==> src/rtl/user_pixel_store_pkg.sv <==
// Shared types and constants for the user-domain pixel store.
// FSM state encoding, CSR offsets, STATUS bit positions, the OBI request and
// response layouts used by the store, and a byte-lane extraction helper.
package user_pixel_store_pkg;

    typedef enum logic [1:0] {
        ST_IDLE = 2'd0,
        ST_WAIT = 2'd1,
        ST_RESP = 2'd2
    } state_e;

    localparam logic [11:0] STATUS_OFFSET    = 12'h100;
    localparam logic [11:0] REQ_COUNT_OFFSET = 12'h104;

    localparam int STATUS_BUSY_BIT    = 0;
    localparam int STATUS_OOB_BIT     = 1;
    localparam int STATUS_CLR_CNT_BIT = 2;

    localparam int OBI_ID_W = 4;

    typedef struct packed {
        logic                req;
        logic                we;
        logic [3:0]          be;
        logic [31:0]         addr;
        logic [31:0]         wdata;
        logic [OBI_ID_W-1:0] aid;
    } upx_obi_req_t;

    typedef struct packed {
        logic                gnt;
        logic                rvalid;
        logic [31:0]         rdata;
        logic                err;
        logic [OBI_ID_W-1:0] rid;
    } upx_obi_rsp_t;

    // Pick byte lane 'lane' out of a little-endian 32-bit word.
    function automatic logic [7:0] byte_lane(input logic [31:0] word, input logic [1:0] lane);
        logic [7:0] b;
        case (lane)
            2'd0:    b = word[7:0];
            2'd1:    b = word[15:8];
            2'd2:    b = word[23:16];
            2'd3:    b = word[31:24];
            default: b = 8'h00;
        endcase
        return b;
    endfunction

endpackage

==> src/rtl/user_pixel_store_port.sv <==
// Pixel-fetch responder: IDLE -> WAIT -> RESP -> IDLE.
// Accepts a request in IDLE, latches the byte presented by the array in that
// same cycle, and pulses rom_valid_o exactly ReadLatency cycles later.
module user_pixel_store_port
    import user_pixel_store_pkg::*;
#(
    parameter int unsigned ReadLatency = 2
) (
    input  logic       clk_i,
    input  logic       rst_ni,
    input  logic       rom_req_i,
    input  logic [7:0] rom_byte_i,
    output logic       accept_o,
    output logic       busy_o,
    output logic [7:0] rom_data_o,
    output logic       rom_valid_o
);

    localparam int unsigned CntW = (ReadLatency > 2) ? $clog2(ReadLatency) : 1;
    localparam logic [CntW-1:0] CntLoad = CntW'(ReadLatency - 1);

    state_e          state_r;
    logic [CntW-1:0] cnt_r;
    logic [7:0]      data_r;
    logic            valid_r;

    // Responder FSM with latency counter, data latch and registered strobe.
    always_ff @(posedge clk_i or negedge rst_ni) begin
        if (!rst_ni) begin
            state_r <= ST_IDLE;
            cnt_r   <= CntW'(0);
            data_r  <= 8'h00;
            valid_r <= 1'b0;
        end else begin
            case (state_r)
                ST_IDLE: begin
                    valid_r <= 1'b0;
                    if (rom_req_i) begin
                        data_r <= rom_byte_i;
                        cnt_r  <= CntLoad;
                        if (ReadLatency == 1) begin
                            state_r <= ST_RESP;
                            valid_r <= 1'b1;
                        end else begin
                            state_r <= ST_WAIT;
                        end
                    end else begin
                        state_r <= ST_IDLE;
                    end
                end
                ST_WAIT: begin
                    cnt_r <= cnt_r - CntW'(1);
                    // Counter reaching zero on this edge means RESP starts now.
                    if (cnt_r == CntW'(1)) begin
                        state_r <= ST_RESP;
                        valid_r <= 1'b1;
                    end else begin
                        state_r <= ST_WAIT;
                        valid_r <= 1'b0;
                    end
                end
                ST_RESP: begin
                    valid_r <= 1'b0;
                    state_r <= ST_IDLE;
                end
                default: begin
                    valid_r <= 1'b0;
                    state_r <= ST_IDLE;
                end
            endcase
        end
    end

    // Acceptance is only possible in IDLE; RESP never samples the stale address.
    always_comb begin
        accept_o    = (state_r == ST_IDLE) && rom_req_i;
        busy_o      = (state_r != ST_IDLE);
        rom_data_o  = data_r;
        rom_valid_o = valid_r;
    end

endmodule

==> src/rtl/user_pixel_store.sv <==
// User-domain pixel store: software-loadable byte array served to the
// edge-detection accelerator over a fixed-latency rom_req/rom_valid port.
// OBI map (offset = addr[11:0]): 0x000..Depth-1 pixel words, 0x100 STATUS,
// 0x104 REQ_COUNT. Optional build macro USER_PIXEL_STORE_STATS_EN adds the
// 32-bit accepted-request counter; without it 0x104 behaves as unmapped.
module user_pixel_store
    import user_pixel_store_pkg::*;
#(
    parameter type         obi_req_t   = upx_obi_req_t,
    parameter type         obi_rsp_t   = upx_obi_rsp_t,
    parameter int unsigned Depth       = 64,
    parameter int unsigned ReadLatency = 2
) (
    input  logic        clk_i,
    input  logic        rst_ni,
    input  obi_req_t    obi_req_i,
    output obi_rsp_t    obi_rsp_o,
    input  logic        rom_req_i,
    input  logic [31:0] rom_addr_i,
    output logic [7:0]  rom_data_o,
    output logic        rom_valid_o
);

    localparam int unsigned Words = Depth / 4;
    localparam int unsigned IdxW  = (Words > 1) ? $clog2(Words) : 1;

    logic [31:0]     mem_r [Words];

    logic [IdxW-1:0] rom_idx_s;
    logic            rom_oob_s;
    logic [7:0]      rom_byte_s;
    logic            accept_s;
    logic            busy_s;

    logic [11:0]     off_s;
    logic [IdxW-1:0] obi_idx_s;
    logic            pix_hit_s;
    logic            status_hit_s;
    logic            cnt_hit_s;
    logic            pix_wr_s;
    logic            status_wr_s;
    logic            oob_clr_s;
    logic [31:0]     status_s;
    logic [31:0]     count_s;
    logic [31:0]     rd_data_s;
    logic            rd_err_s;

    logic            oob_r;
    logic            rvalid_r;
    logic [31:0]     rdata_r;
    logic            err_r;
    logic [OBI_ID_W-1:0] rid_r;

    logic            unused_s;
    assign unused_s = ^obi_req_i.addr[31:12];

    user_pixel_store_port #(
        .ReadLatency (ReadLatency)
    ) u_port (
        .clk_i       (clk_i),
        .rst_ni      (rst_ni),
        .rom_req_i   (rom_req_i),
        .rom_byte_i  (rom_byte_s),
        .accept_o    (accept_s),
        .busy_o      (busy_s),
        .rom_data_o  (rom_data_o),
        .rom_valid_o (rom_valid_o)
    );

    // Addressed pixel byte as seen before any same-cycle OBI write; OOB reads as zero.
    always_comb begin
        rom_idx_s = rom_addr_i[IdxW+1:2];
        rom_oob_s = (rom_addr_i >= 32'(Depth));
        if (rom_oob_s) begin
            rom_byte_s = 8'h00;
        end else begin
            rom_byte_s = byte_lane(mem_r[rom_idx_s], rom_addr_i[1:0]);
        end
    end

    // OBI address decode and write strobes.
    always_comb begin
        off_s        = obi_req_i.addr[11:0];
        obi_idx_s    = obi_req_i.addr[IdxW+1:2];
        pix_hit_s    = (off_s < 12'(Depth));
        status_hit_s = (off_s == STATUS_OFFSET);
        cnt_hit_s    = (off_s == REQ_COUNT_OFFSET);
        pix_wr_s     = obi_req_i.req && obi_req_i.we && pix_hit_s;
        status_wr_s  = obi_req_i.req && obi_req_i.we && status_hit_s && obi_req_i.be[0];
        oob_clr_s    = status_wr_s && obi_req_i.wdata[STATUS_OOB_BIT];
        status_s     = {30'h0, oob_r, busy_s};
    end

    // Pixel array: byte-enabled OBI writes, cleared on reset.
    always_ff @(posedge clk_i or negedge rst_ni) begin
        if (!rst_ni) begin
            for (int i = 0; i < int'(Words); i++) begin
                mem_r[i] <= 32'h0;
            end
        end else if (pix_wr_s) begin
            for (int b = 0; b < 4; b++) begin
                if (obi_req_i.be[b]) begin
                    mem_r[obi_idx_s][8*b +: 8] <= obi_req_i.wdata[8*b +: 8];
                end
            end
        end
    end

    // Sticky out-of-range flag; hardware set beats a same-cycle software clear.
    always_ff @(posedge clk_i or negedge rst_ni) begin
        if (!rst_ni) begin
            oob_r <= 1'b0;
        end else if (accept_s && rom_oob_s) begin
            oob_r <= 1'b1;
        end else if (oob_clr_s) begin
            oob_r <= 1'b0;
        end else begin
            oob_r <= oob_r;
        end
    end

`ifdef USER_PIXEL_STORE_STATS_EN
    localparam logic StatsEn = 1'b1;
    logic [31:0] count_r;
    logic        cnt_clr_s;
    assign cnt_clr_s = status_wr_s && obi_req_i.wdata[STATUS_CLR_CNT_BIT];
    assign count_s   = count_r;

    // Accepted-request counter; a software clear wins over a same-cycle increment.
    always_ff @(posedge clk_i or negedge rst_ni) begin
        if (!rst_ni) begin
            count_r <= 32'h0;
        end else if (cnt_clr_s) begin
            count_r <= 32'h0;
        end else if (accept_s) begin
            count_r <= count_r + 32'd1;
        end else begin
            count_r <= count_r;
        end
    end
`else
    localparam logic StatsEn = 1'b0;
    assign count_s = 32'h0;
`endif

    // Read data and error for the current OBI request.
    always_comb begin
        rd_data_s = 32'h0;
        rd_err_s  = 1'b0;
        if (obi_req_i.we) begin
            if (pix_hit_s || status_hit_s) begin
                rd_err_s = 1'b0;
            end else begin
                rd_err_s = 1'b1;
            end
        end else begin
            if (pix_hit_s) begin
                rd_data_s = mem_r[obi_idx_s];
            end else if (status_hit_s) begin
                rd_data_s = status_s;
            end else if (cnt_hit_s && StatsEn) begin
                rd_data_s = count_s;
            end else begin
                rd_err_s = 1'b1;
            end
        end
    end

    // OBI response phase: one cycle after the granted request.
    always_ff @(posedge clk_i or negedge rst_ni) begin
        if (!rst_ni) begin
            rvalid_r <= 1'b0;
            rdata_r  <= 32'h0;
            err_r    <= 1'b0;
            rid_r    <= '0;
        end else if (obi_req_i.req) begin
            rvalid_r <= 1'b1;
            rdata_r  <= rd_data_s;
            err_r    <= rd_err_s;
            rid_r    <= obi_req_i.aid;
        end else begin
            rvalid_r <= 1'b0;
            rdata_r  <= 32'h0;
            err_r    <= 1'b0;
            rid_r    <= rid_r;
        end
    end

    // Grant is combinational; everything else comes from the response registers.
    always_comb begin
        obi_rsp_o        = '0;
        obi_rsp_o.gnt    = obi_req_i.req;
        obi_rsp_o.rvalid = rvalid_r;
        obi_rsp_o.rdata  = rdata_r;
        obi_rsp_o.err    = err_r;
        obi_rsp_o.rid    = rid_r;
    end

endmodule
==> config.mk <==
export PLATFORM = sky130hd
export DESIGN_NAME = user_pixel_store
export DESIGN_NICKNAME = d
export VERILOG_FILES = /design/src/rtl/user_pixel_store_pkg.sv /design/src/rtl/user_pixel_store_port.sv /design/src/rtl/user_pixel_store.sv
export SDC_FILE = /design/constraint.sdc
export NUM_CORES = 1
export LEC_CHECK = 0
export ABC_AREA = 1
export CAP_MARGIN = 0
export CORE_MARGIN = 2
export CORE_UTILIZATION = 25
export DETAILED_ROUTE_END_ITERATION = 16
export PLACE_DENSITY = 0.47
export SLEW_MARGIN = 20
export SYNTH_ARGS = -nofsm -noshare
export SYNTH_HDL_FRONTEND = slang
export SYNTH_SLANG_ARGS = --single-unit
==> constraint.sdc <==
create_clock -name clk_i -period 4 [get_ports clk_i]
set_input_delay 0.8 -clock clk_i [delete_from_list [all_inputs] [get_ports clk_i]]
set_output_delay 0.8 -clock clk_i [all_outputs]
set_load 0.02 [all_outputs]
==> flow_summary_export.csv <==
group,metric,value,unit
logic_synthesis,synthFlopType,"sky130_fd_sc_hd__dfrtp_1",
logic_synthesis,synth_async_sr_flop_share,100,%
sta,layout_worst_path_cycle_share,73.7,%
power,max-vdd-ir-drop,231,uV
clocking,tritoncts.num_buffers,70,
final_layout,final_core_util,29.4,%
clocking,cts_tree,"done",
clocking,cts_setup_buffers,0,
logic_synthesis,netlist_area,30400,um^2
sta,final_skew,36.3,ps
drt,routed_wirelength,116000,um
placement,gpl.final_weighted_congestion,0.849,
worst_setup_path,timing.critical_path.to,"mem_r[464]$_DFFE_PN0P_",
placement,place.detailed.instances,5609,
power,cellPowerDensity,381,nW/um^2
final_layout,layoutNonFillerInstCount,5731,
drt,routed_via_count,27700,
grt,grt_start_max_net_pins,106,
final_layout,most_frequent_standard_cell_in_the_layout_excluding_fill_and_tap_cells,"sky130_fd_sc_hd__nand2_1",
logic_synthesis,synth.yosys.seq_area_share,46.3,%
logic_synthesis,netlist_instances,4014,
final_layout,synthToLayoutAreaGrowth,17.2,%
sta,max_freq,0.339,GHz
clocking,clock_path_buffers,3,
clocking,clock_latency,640,ps
worst_setup_path,cp-start-kind,"input pin",
sta,hold_slack_final,162,ps
grt,grt_first_pass_wirelength,176000,um
logic_synthesis,number_of_synthesis_warnings,0,
die,fp.dieW,353,um
sta,fin_crit,2950,ps
logic_synthesis,synth.net_count,4123,
worst_setup_path,worstPathArrival,3410,ps
die,die-height,353,um
worst_setup_path,critical_path_peak_fanout,17,
sta,maxSlewViolCount,0,
sta,fin_setup_tns,0,ps
clocking,cts_root_buffer,"sky130_fd_sc_hd__clkbuf_16",
run_status,outcome,"finished, final reports clean",
die,i_o_pins,157,
die,die_area,125000,um^2
final_layout,final_net_count,4165,
worst_setup_path,crit-reg2reg-launch,"u_port.state_r[1]$_DFF_PN0_",
drt,detail_route.iter0.violations,2531,
clocking,cts_htree_levels,3,
sta,grt_setup_unrepaired,"no",
worst_setup_path,timing.rr.end,"u_port.rom_data_o[4]$_DFFE_PN0P_",
grt,gr-total-overflow,0,
sta,final-setup-viol-count,0,
drt,drt-wirelength-per-cell,20.3,um
sta,tightestPinTransition,835,ps
placement,portBuffers,136,
final_layout,drive_gt1_share,8.26,%
placement,place.detailed.hpwl,73000,um
die,row_count,128,
worst_setup_path,reg2reg_setup_slack,1690,ps
clocking,clock_sink_count,563,
logic_synthesis,avgSynthCellArea,7.58,um^2
worst_hold_path,timing.hold.worst.class,"in -> async",
logic_synthesis,synth_edf_count,0,
power,static-leakage-power,0.0161,uW
drt,drt_first_pass_iters,5,
sta,timing.max_slew.rel_slack,44.2,%
drt,route.antenna.remaining_nets,0,
logic_synthesis,synth.ff_latch_count,563,
drt,post_drt_via_cell_ratio,4.83,
job,cap_violations,0,
clocking,cts.hold.buffers_added,0,
grt,antenna_violations_before_repair,4,
worst_setup_path,worst_setup_path_startpoint,"obi_req_i[41]",
sta,final_hold_viol_count,0,
worst_setup_path,setup.worst_path.class,"in -> reg",
power,totalPowerFinal,13600,uW
die,core-area,121000,um^2
worst_setup_path,worst_ep_required_time,4460,ps
final_layout,mostFrequentLayoutCells,"1258 x sky130_fd_sc_hd__nand2_1, 563 x sky130_fd_sc_hd__dfrtp_1, 416 x sky130_fd_sc_hd__inv_1",
die,start_util,25.1,%
grt,first_global_vias,26700,
grt,globalRouteTotalUtil,18.4,%
worst_setup_path,setup.worst_path.end_class,"register",
logic_synthesis,synthDistinctLibCells,40,
drt,remaining_drc_errors,0,
worst_setup_path,reg2reg_depth,7,
clocking,clock_transition_at_the_register_clock_pins_on_the_worst_setup_and_hold_paths_after_cts,60,ps
clocking,post_cts.resized_instances,0,
per-layer routing:
| metal | vias to the layer above | GRT usage [%] | share of wire (%) |
|---|---|---|---|
| li1 | 13200 | - | - |
| met1 | 13300 | 26.1 | 47 |
| met2 | 963 | 28.6 | 44 |
| met3 | 187 | 3.14 | 6.3 |
| met4 | 2 | 5.53 | 2.6 |
| met5 | - | 0 | 0.015 |
Yosys cell counts (all sizes together), types with 14 or more instances:
master / instances / area share [%]
nand2: 1308 / 17
o21ai: 653 / 11
dfrtp: 563 / 46
inv: 427 / 5.3
nand3: 352 / 5.8
buf: 157 / 3.5
o22ai: 156 / 3.2
nor2: 105 / 2.0
clkbuf: 104 / 1.3
a22oi: 66 / 1.6
a21oi: 45 / 0.74
o211ai: 19 / 0.47
o221ai: 14 / 0.40
area by class of cell:
class                   count  area [um^2]
fillers                 13100        85600
multi-input cells        2754        13200
inverters                 429         1630
clock buffers             100         2050
flip-flops and latches    563        14100
repair buffers            238         2390
diodes                      2         5.00
clock inverters            20          251
well taps                1625         2030
how the worst min path moves through the flow:
stage	depth (start not counted)	endpoint	slack, ps
6_report	1	mem_r[291]$_DFFE_PN0P_	160
5_1_grt	1	mem_r[291]$_DFFE_PN0P_	180
4_1_cts	1	mem_r[291]$_DFFE_PN0P_	160
3_5_place_dp	2	rid_r[2]$_DFFE_PN0P_	460
3_3_place_gp	2	rid_r[2]$_DFFE_PN0P_	460
2_1_floorplan	2	mem_r[104]$_DFFE_PN0P_	450
power by group:
| part | switching, uW | total, uW | internal (uW) |
|---|---|---|---|
| clock network | 2610 | 6480 | 3870 |
| registers | 24.9 | 5770 | 5740 |
| logic | 979 | 1340 | 362 |
| total | 3610 | 13600 | 9980 |
state kept, by name (all words and copies together), names as in the netlist:
signal	flops
u_port.cnt_r	1
rvalid_r	1
err_r	1
oob_r	1
u_port.rom_data_o	8
u_port.state_r	2
u_port.rom_valid_o	1
rdata_r	32
mem_r	512
rid_r	4
worst max-delay path: stages:
cell                              delay, ps
sky130_fd_sc_hd__clkdlybuf4s50_1        720
sky130_fd_sc_hd__nor2_4                 300
sky130_fd_sc_hd__buf_4                  380
sky130_fd_sc_hd__inv_2                  190
sky130_fd_sc_hd__nor2_2                 410
sky130_fd_sc_hd__nand2_2                350
sky130_fd_sc_hd__nand2_1                150
sky130_fd_sc_hd__o21ai_0                 80
kinds of logic (layout without fill, tap and decap cells):
family                 after synthesis  count (layout)  synth area share (%)
other                                0               2                     0
DFF                                563             563                  46.3
AOI/OAI and AO/OA                  967             967                  17.9
and+or+nand+nor                   1787            1787                  25.5
buffers and inverters              697             787                  10.3
stage by stage:
step / setup slack [ps] / instance area (um^2)
2_1_floorplan: 1750 / 30400
3_3_place_gp: 496 / 33400
3_5_place_dp: 490 / 33400
4_1_cts: 1040 / 35700
5_1_grt: 1000 / 35700
6_report: 1050 / 35700
(Power assumes the default switching activity.)
